==> config.mk <==
export PLATFORM = sky130hd
export DESIGN_NAME = food_spawner
export DESIGN_NICKNAME = d
export VERILOG_FILES = /design/src/rtl/food_spawner.sv
export SDC_FILE = /design/constraint.sdc
export NUM_CORES = 1
export LEC_CHECK = 0
export ABC_CLOCK_PERIOD_IN_PS = 2920
export BUFFER_PORTS_ARGS = -buffer_cell sky130_fd_sc_hd__buf_2
export CAP_MARGIN = 20
export CORE_ASPECT_RATIO = 2
export CORE_UTILIZATION = 35
export DETAILED_ROUTE_END_ITERATION = 7
export SYNTH_ARGS = -nofsm -noshare
export SYNTH_HDL_FRONTEND = slang
export SYNTH_SLANG_ARGS = --single-unit
==> constraint.sdc <==
create_clock -name clk1 -period 2.92 [get_ports clk1]
set_input_delay 0.146 -clock clk1 [delete_from_list [all_inputs] [get_ports clk1]]
set_output_delay 0.146 -clock clk1 [all_outputs]
set_load 0.01 [all_outputs]
==> src/rtl/food_spawner.sv <==
// Food placement engine: draws random candidate cells, verifies them against snake
// occupancy, and falls back to a row-major scan after MAX_TRIES failed attempts.
module food_spawner #(
    parameter int GRID_W    = 40,
    parameter int GRID_H    = 30,
    parameter int MAX_TRIES = 16
) (
    input  logic       clk1,
    input  logic       rst_n,
    input  logic       spawn_req,
    input  logic [5:0] rnd_x,
    input  logic [5:0] rnd_y,
    output logic       occ_rd,
    output logic [5:0] occ_x,
    output logic [5:0] occ_y,
    input  logic       occ_hit,
    output logic [5:0] food_x,
    output logic [5:0] food_y,
    output logic       food_valid,
    output logic       spawn_done,
    output logic       spawn_fail,
    output logic       busy
);

    localparam logic [6:0] GW    = 7'(GRID_W);
    localparam logic [6:0] GH    = 7'(GRID_H);
    localparam logic [5:0] XMAX  = 6'(GRID_W - 1);
    localparam logic [5:0] YMAX  = 6'(GRID_H - 1);
    localparam logic [7:0] MAX_T = 8'(MAX_TRIES);

    typedef enum logic [2:0] {IDLE, SAMPLE, QUERY, CHECK, SCAN_Q, SCAN_C, DONE, FAIL} state_t;

    state_t     state, nxt;
    logic [7:0] try_cnt, try_inc;
    logic [5:0] cand_x, cand_y, scan_x, scan_y, scan_x_d, scan_y_d;
    logic [5:0] occ_x_d, occ_y_d, food_x_d, food_y_d;
    logic       occ_rd_d, food_valid_d, spawn_done_d, spawn_fail_d, busy_d;
    logic       rnd_ok, tries_out, last_cell;

    assign try_inc   = (try_cnt == 8'hFF) ? try_cnt : try_cnt + 8'd1;
    assign tries_out = (try_inc >= MAX_T);
    assign rnd_ok    = ({1'b0, rnd_x} < GW) && ({1'b0, rnd_y} < GH);
    assign last_cell = (scan_x == XMAX) && (scan_y == YMAX);

    always_ff @(posedge clk1 or negedge rst_n) begin
        if (!rst_n) state <= IDLE;
        else        state <= nxt;
    end

    // Next state, plus the scan cursor so the query address can be registered with it.
    always_comb begin
        nxt      = state;
        scan_x_d = scan_x;
        scan_y_d = scan_y;
        case (state)
            IDLE:   if (spawn_req) nxt = SAMPLE;
            SAMPLE: begin
                if (rnd_ok) nxt = QUERY;
                else if (tries_out) begin
                    nxt = SCAN_Q; scan_x_d = '0; scan_y_d = '0;
                end
            end
            QUERY:  nxt = CHECK;
            CHECK: begin
                if (!occ_hit) nxt = DONE;
                else if (tries_out) begin
                    nxt = SCAN_Q; scan_x_d = '0; scan_y_d = '0;
                end else nxt = SAMPLE;
            end
            SCAN_Q: nxt = SCAN_C;
            SCAN_C: begin
                if (!occ_hit) nxt = DONE;
                else if (last_cell) nxt = FAIL;
                else begin
                    nxt = SCAN_Q;
                    if (scan_x == XMAX) begin
                        scan_x_d = '0;
                        scan_y_d = scan_y + 6'd1;
                    end else scan_x_d = scan_x + 6'd1;
                end
            end
            DONE:    nxt = IDLE;
            FAIL:    nxt = IDLE;
            default: nxt = IDLE;
        endcase
    end

    // Outputs are decoded from the upcoming state and registered, so they change only on edges.
    always_comb begin
        busy_d       = (nxt != IDLE);
        occ_rd_d     = (nxt == QUERY) || (nxt == SCAN_Q);
        occ_x_d      = (nxt == QUERY) ? rnd_x : scan_x_d;
        occ_y_d      = (nxt == QUERY) ? rnd_y : scan_y_d;
        spawn_done_d = (nxt == DONE);
        spawn_fail_d = (nxt == FAIL);
        food_x_d     = food_x;
        food_y_d     = food_y;
        food_valid_d = food_valid;
        if (state == IDLE && spawn_req) food_valid_d = 1'b0;
        if (nxt == DONE) food_valid_d = 1'b1;
        if (state == CHECK && !occ_hit) begin
            food_x_d = cand_x; food_y_d = cand_y;
        end
        if (state == SCAN_C && !occ_hit) begin
            food_x_d = scan_x; food_y_d = scan_y;
        end
    end

    always_ff @(posedge clk1 or negedge rst_n) begin
        if (!rst_n) begin
            occ_rd     <= 1'b0;
            occ_x      <= '0;
            occ_y      <= '0;
            food_x     <= '0;
            food_y     <= '0;
            food_valid <= 1'b0;
            spawn_done <= 1'b0;
            spawn_fail <= 1'b0;
            busy       <= 1'b0;
        end else begin
            occ_rd     <= occ_rd_d;
            occ_x      <= occ_x_d;
            occ_y      <= occ_y_d;
            food_x     <= food_x_d;
            food_y     <= food_y_d;
            food_valid <= food_valid_d;
            spawn_done <= spawn_done_d;
            spawn_fail <= spawn_fail_d;
            busy       <= busy_d;
        end
    end

    always_ff @(posedge clk1 or negedge rst_n) begin
        if (!rst_n) begin
            try_cnt <= '0;
            cand_x  <= '0;
            cand_y  <= '0;
            scan_x  <= '0;
            scan_y  <= '0;
        end else begin
            scan_x <= scan_x_d;
            scan_y <= scan_y_d;
            if (state == IDLE && spawn_req) try_cnt <= '0;
            if (state == SAMPLE) begin
                cand_x <= rnd_x;
                cand_y <= rnd_y;
                if (!rnd_ok) try_cnt <= try_inc;
            end
            if (state == CHECK && occ_hit) try_cnt <= try_inc;
        end
    end

endmodule

==> results.cfg <==
[yosys]
syn_inst = 344
syn-num-nets = 364
yosys_warnings = 0
yosysSeqAreaShare = 0.483
synth_edf_count = 0
synth_ff_type = dfrtp_1
synth_cell_types = 55
avgSynthCellArea_sq_um = 9.63
syn_area_sq_um = 3310
async_flop_share = 1.00
synth-seq-cells = 64

[die]
dieHeight_um = 140
pin_count = 45
coreArea_sq_um = 9070
die_area_sq_um = 9880
start_util = 0.365
die_x_um = 70.8
row_count = 49

[setup_path]
crit_start = state[2]
critical_path_class = register to register
crit_path_end = scan_y[4]
rr_startpoint = state[2]
worst_ep_arrival_time_ps = 2690
cp.required_ps = 3120
cp_max_fo = 21
r2r_slack_ps = 440
startpoint_type = register
r2r_cells = 5
rr_endpoint = scan_y[4]
cp-end-kind = register

[status]
status = finished, violations left
violations = hold timing

[sta]
fin_crit_ps = 2480
tns_ps = 0
fmax_mhz = 402
slew_viol_final = 0
holdWs_ps = -16.3
rsz0062_at_grt = false
hold_viol = 12
min_period_over_period = 0.851
setup_ws_ps = 435
skew_ps = 8.30
relSlewSlack = 0.449
tightest_slew_ps = 816
setup_viol = 0

[global_routing]
grt_pass1_vias = 2866
use_met1 = 0.201
met3_usage = 0.0406
grt_max_degree = 65
top_usage_layer = met2
grtUsageMet2 = 0.352
grt.overflow.total = 0
grt_first_pass_wirelength_mm = 14.5
track_usage = 0.193
antenna_found_initial = 0

[detailed_routing]
antenna_left = 0
wl_mm = 8.84
drt_iter0_drc = 197
drc = 0
route.vias.total = 2861
wl_per_cell_um = 17.9
drt_first_pass_iters = 6
vias_per_cell = 5.79

[clock_tree]
postCtsHoldBufs = 0
cts_tree = built
clk_latency_ps = 330
numClockSinks = 64
clockBufferDepth = 2
cts_max_level = 3
numCtsBuffers = 9
cts_setup_buffers = 0
cts-resized-gates = 0
path_clk_slew_ps = 50
cts_root_buffer = clkbuf_16

[finish]
final_area_sq_um = 3910
nets = 408
syn_to_final_growth_pct = 18.1
final_core_util = 0.431
antenna_cells = 0
fin_cells = 494
drive_gt1_frac = 0.224

[pwr]
switching_share = 0.374
internal-power_mw = 2.36
power_density_nw_per_um2 = 964
p_sw_mw = 1.41
power_mw = 3.77
comb_power_share = 0.349
p_clk_frac = 0.275
vdd_drop_max_v = 0.000454
leakagePower_nw = 1.81
power_frac_seq = 0.375

[placed_design]
dpl.hpwl_mm = 6.56
place_area_sq_um = 3620
gp_congestion = 0.929
place_inst = 479
pre_cts_ws_ps = 475
io_buffer_count = 44

[worst_hold_path]
hold_class = primary input to asynchronous set/reset pin

[run]
cap_violations = 0
flip-flops by register name, indices dropped and copies added, names as in the netlist, 3 cells and up:
signal   flops
cand_y       6
food_x       6
try_cnt      8
occ_x        6
state        3
cand_x       6
scan_x       6
occ_y        6
scan_y       6
food_y       6
cells in the mapped netlist (2+ instances only):
| cell type | n | area [sq um] |
|---|---|---|
| mux2_2 | 12 | 135 |
| nor2_1 | 39 | 146 |
| o21ai_0 | 12 | 60.1 |
| dfrtp_1 | 64 | 1600 |
| o22ai_1 | 12 | 75.1 |
| o31ai_1 | 3 | 22.5 |
| xor2_1 | 2 | 17.5 |
| a21o_1 | 6 | 45.0 |
| nand3_1 | 10 | 50.1 |
| o211ai_1 | 4 | 30.0 |
| a21oi_2 | 2 | 17.5 |
| nor4b_1 | 2 | 17.5 |
| nor3_2 | 2 | 20.0 |
| or3_1 | 4 | 25.0 |
| nor4_1 | 2 | 12.5 |
| nand4_1 | 5 | 31.3 |
| clkbuf_1 | 10 | 37.5 |
| o21ai_1 | 15 | 75.1 |
| o221ai_1 | 2 | 17.5 |
| a211oi_1 | 4 | 30.0 |
| mux2i_1 | 8 | 80.1 |
| nor3_1 | 7 | 35.0 |
| nor2_2 | 2 | 12.5 |
| a31oi_1 | 7 | 43.8 |
| ha_1 | 4 | 50.1 |
| a21oi_1 | 25 | 125 |
| buf_2 | 5 | 25.0 |
| and3_1 | 5 | 31.3 |
| nand2b_1 | 5 | 31.3 |
| inv_1 | 6 | 22.5 |
| nand2_1 | 34 | 128 |
routing by layer:
metal  share of wire  vias to the layer above
met5               0                        -
met4           0.035                        0
met3           0.045                       21
met2            0.56                       88
met1            0.36                     1398
li1                -                     1354
layout make-up:
| type | instances | area, sq um |
|---|---|---|
| clock inverters | 3 | 42.5 |
| inverters | 7 | 26.3 |
| fillers | 909 | 5160 |
| well taps | 102 | 128 |
| repair buffers | 49 | 258 |
| multi-input cells | 257 | 1610 |
| clock buffers | 12 | 246 |
| flip-flops and latches | 64 | 1600 |
critical path, cell delays in order, from the launching register on:
cell and delay, ps:
dfrtp_1 700, nand2b_1 450, nor2_1 100, nand2_1 390
o311ai_4 310, a221o_1 400
layout by cell type, fill, tap and decap left out, drive strengths merged, types with 2 or more instances in the layout:
| master | Yosys | routed |
|---|---|---|
| nor4b | 3 | 3 |
| o211ai | 4 | 4 |
| a21o | 6 | 6 |
| a211oi | 5 | 5 |
| nand2b | 5 | 5 |
| o221ai | 2 | 2 |
| nand3 | 10 | 10 |
| nand4 | 5 | 5 |
| a31oi | 7 | 7 |
| xor2 | 2 | 2 |
| mux2 | 12 | 12 |
| o21ai | 27 | 27 |
| nor4 | 3 | 3 |
| inv | 7 | 7 |
| dfrtp | 64 | 64 |
| nor3 | 9 | 9 |
| nor2 | 41 | 41 |
| o31ai | 4 | 4 |
| and3 | 5 | 5 |
| o311ai | 2 | 2 |
| o22ai | 12 | 12 |
| nand2 | 34 | 34 |
| or3 | 4 | 4 |
| ha | 4 | 4 |
| clkbuf | 10 | 12 |
| a21oi | 27 | 27 |
| mux2i | 8 | 8 |
| buf | 6 | 49 |
worst min path at each step:
| stage | start | end | slack (ps) |
|---|---|---|---|
| 2_1_floorplan | rst_n | busy | -150 |
| 3_3_place_gp | rst_n | cand_x[2] | 370 |
| 3_5_place_dp | rst_n | food_x[0] | 380 |
| 4_1_cts | rst_n | food_x[0] | 30 |
| 5_1_grt | rst_n | cand_y[3] | 70 |
| 6_report | rst_n | food_x[0] | -20 |
power by group through the flow:
stage	clock network [mW]	logic [mW]	registers, mW
after floorplan	0	0.940	1.37
after global placement	0	1.30	1.42
after detailed placement	0	1.32	1.43
after CTS	1.07	1.33	1.42
after global routing	1.10	1.45	1.47
final	1.04	1.32	1.42
kinds of logic after synthesis:
family,after synthesis,share of synthesized area
compound gates,105,0.211
xor+xnor,3,0.00793
fa+ha+maj,4,0.0151
buf+inv,23,0.0302
flops,64,0.483
mux,20,0.0650
simple gates,125,0.188
Power figures use the tool's default switching activity.
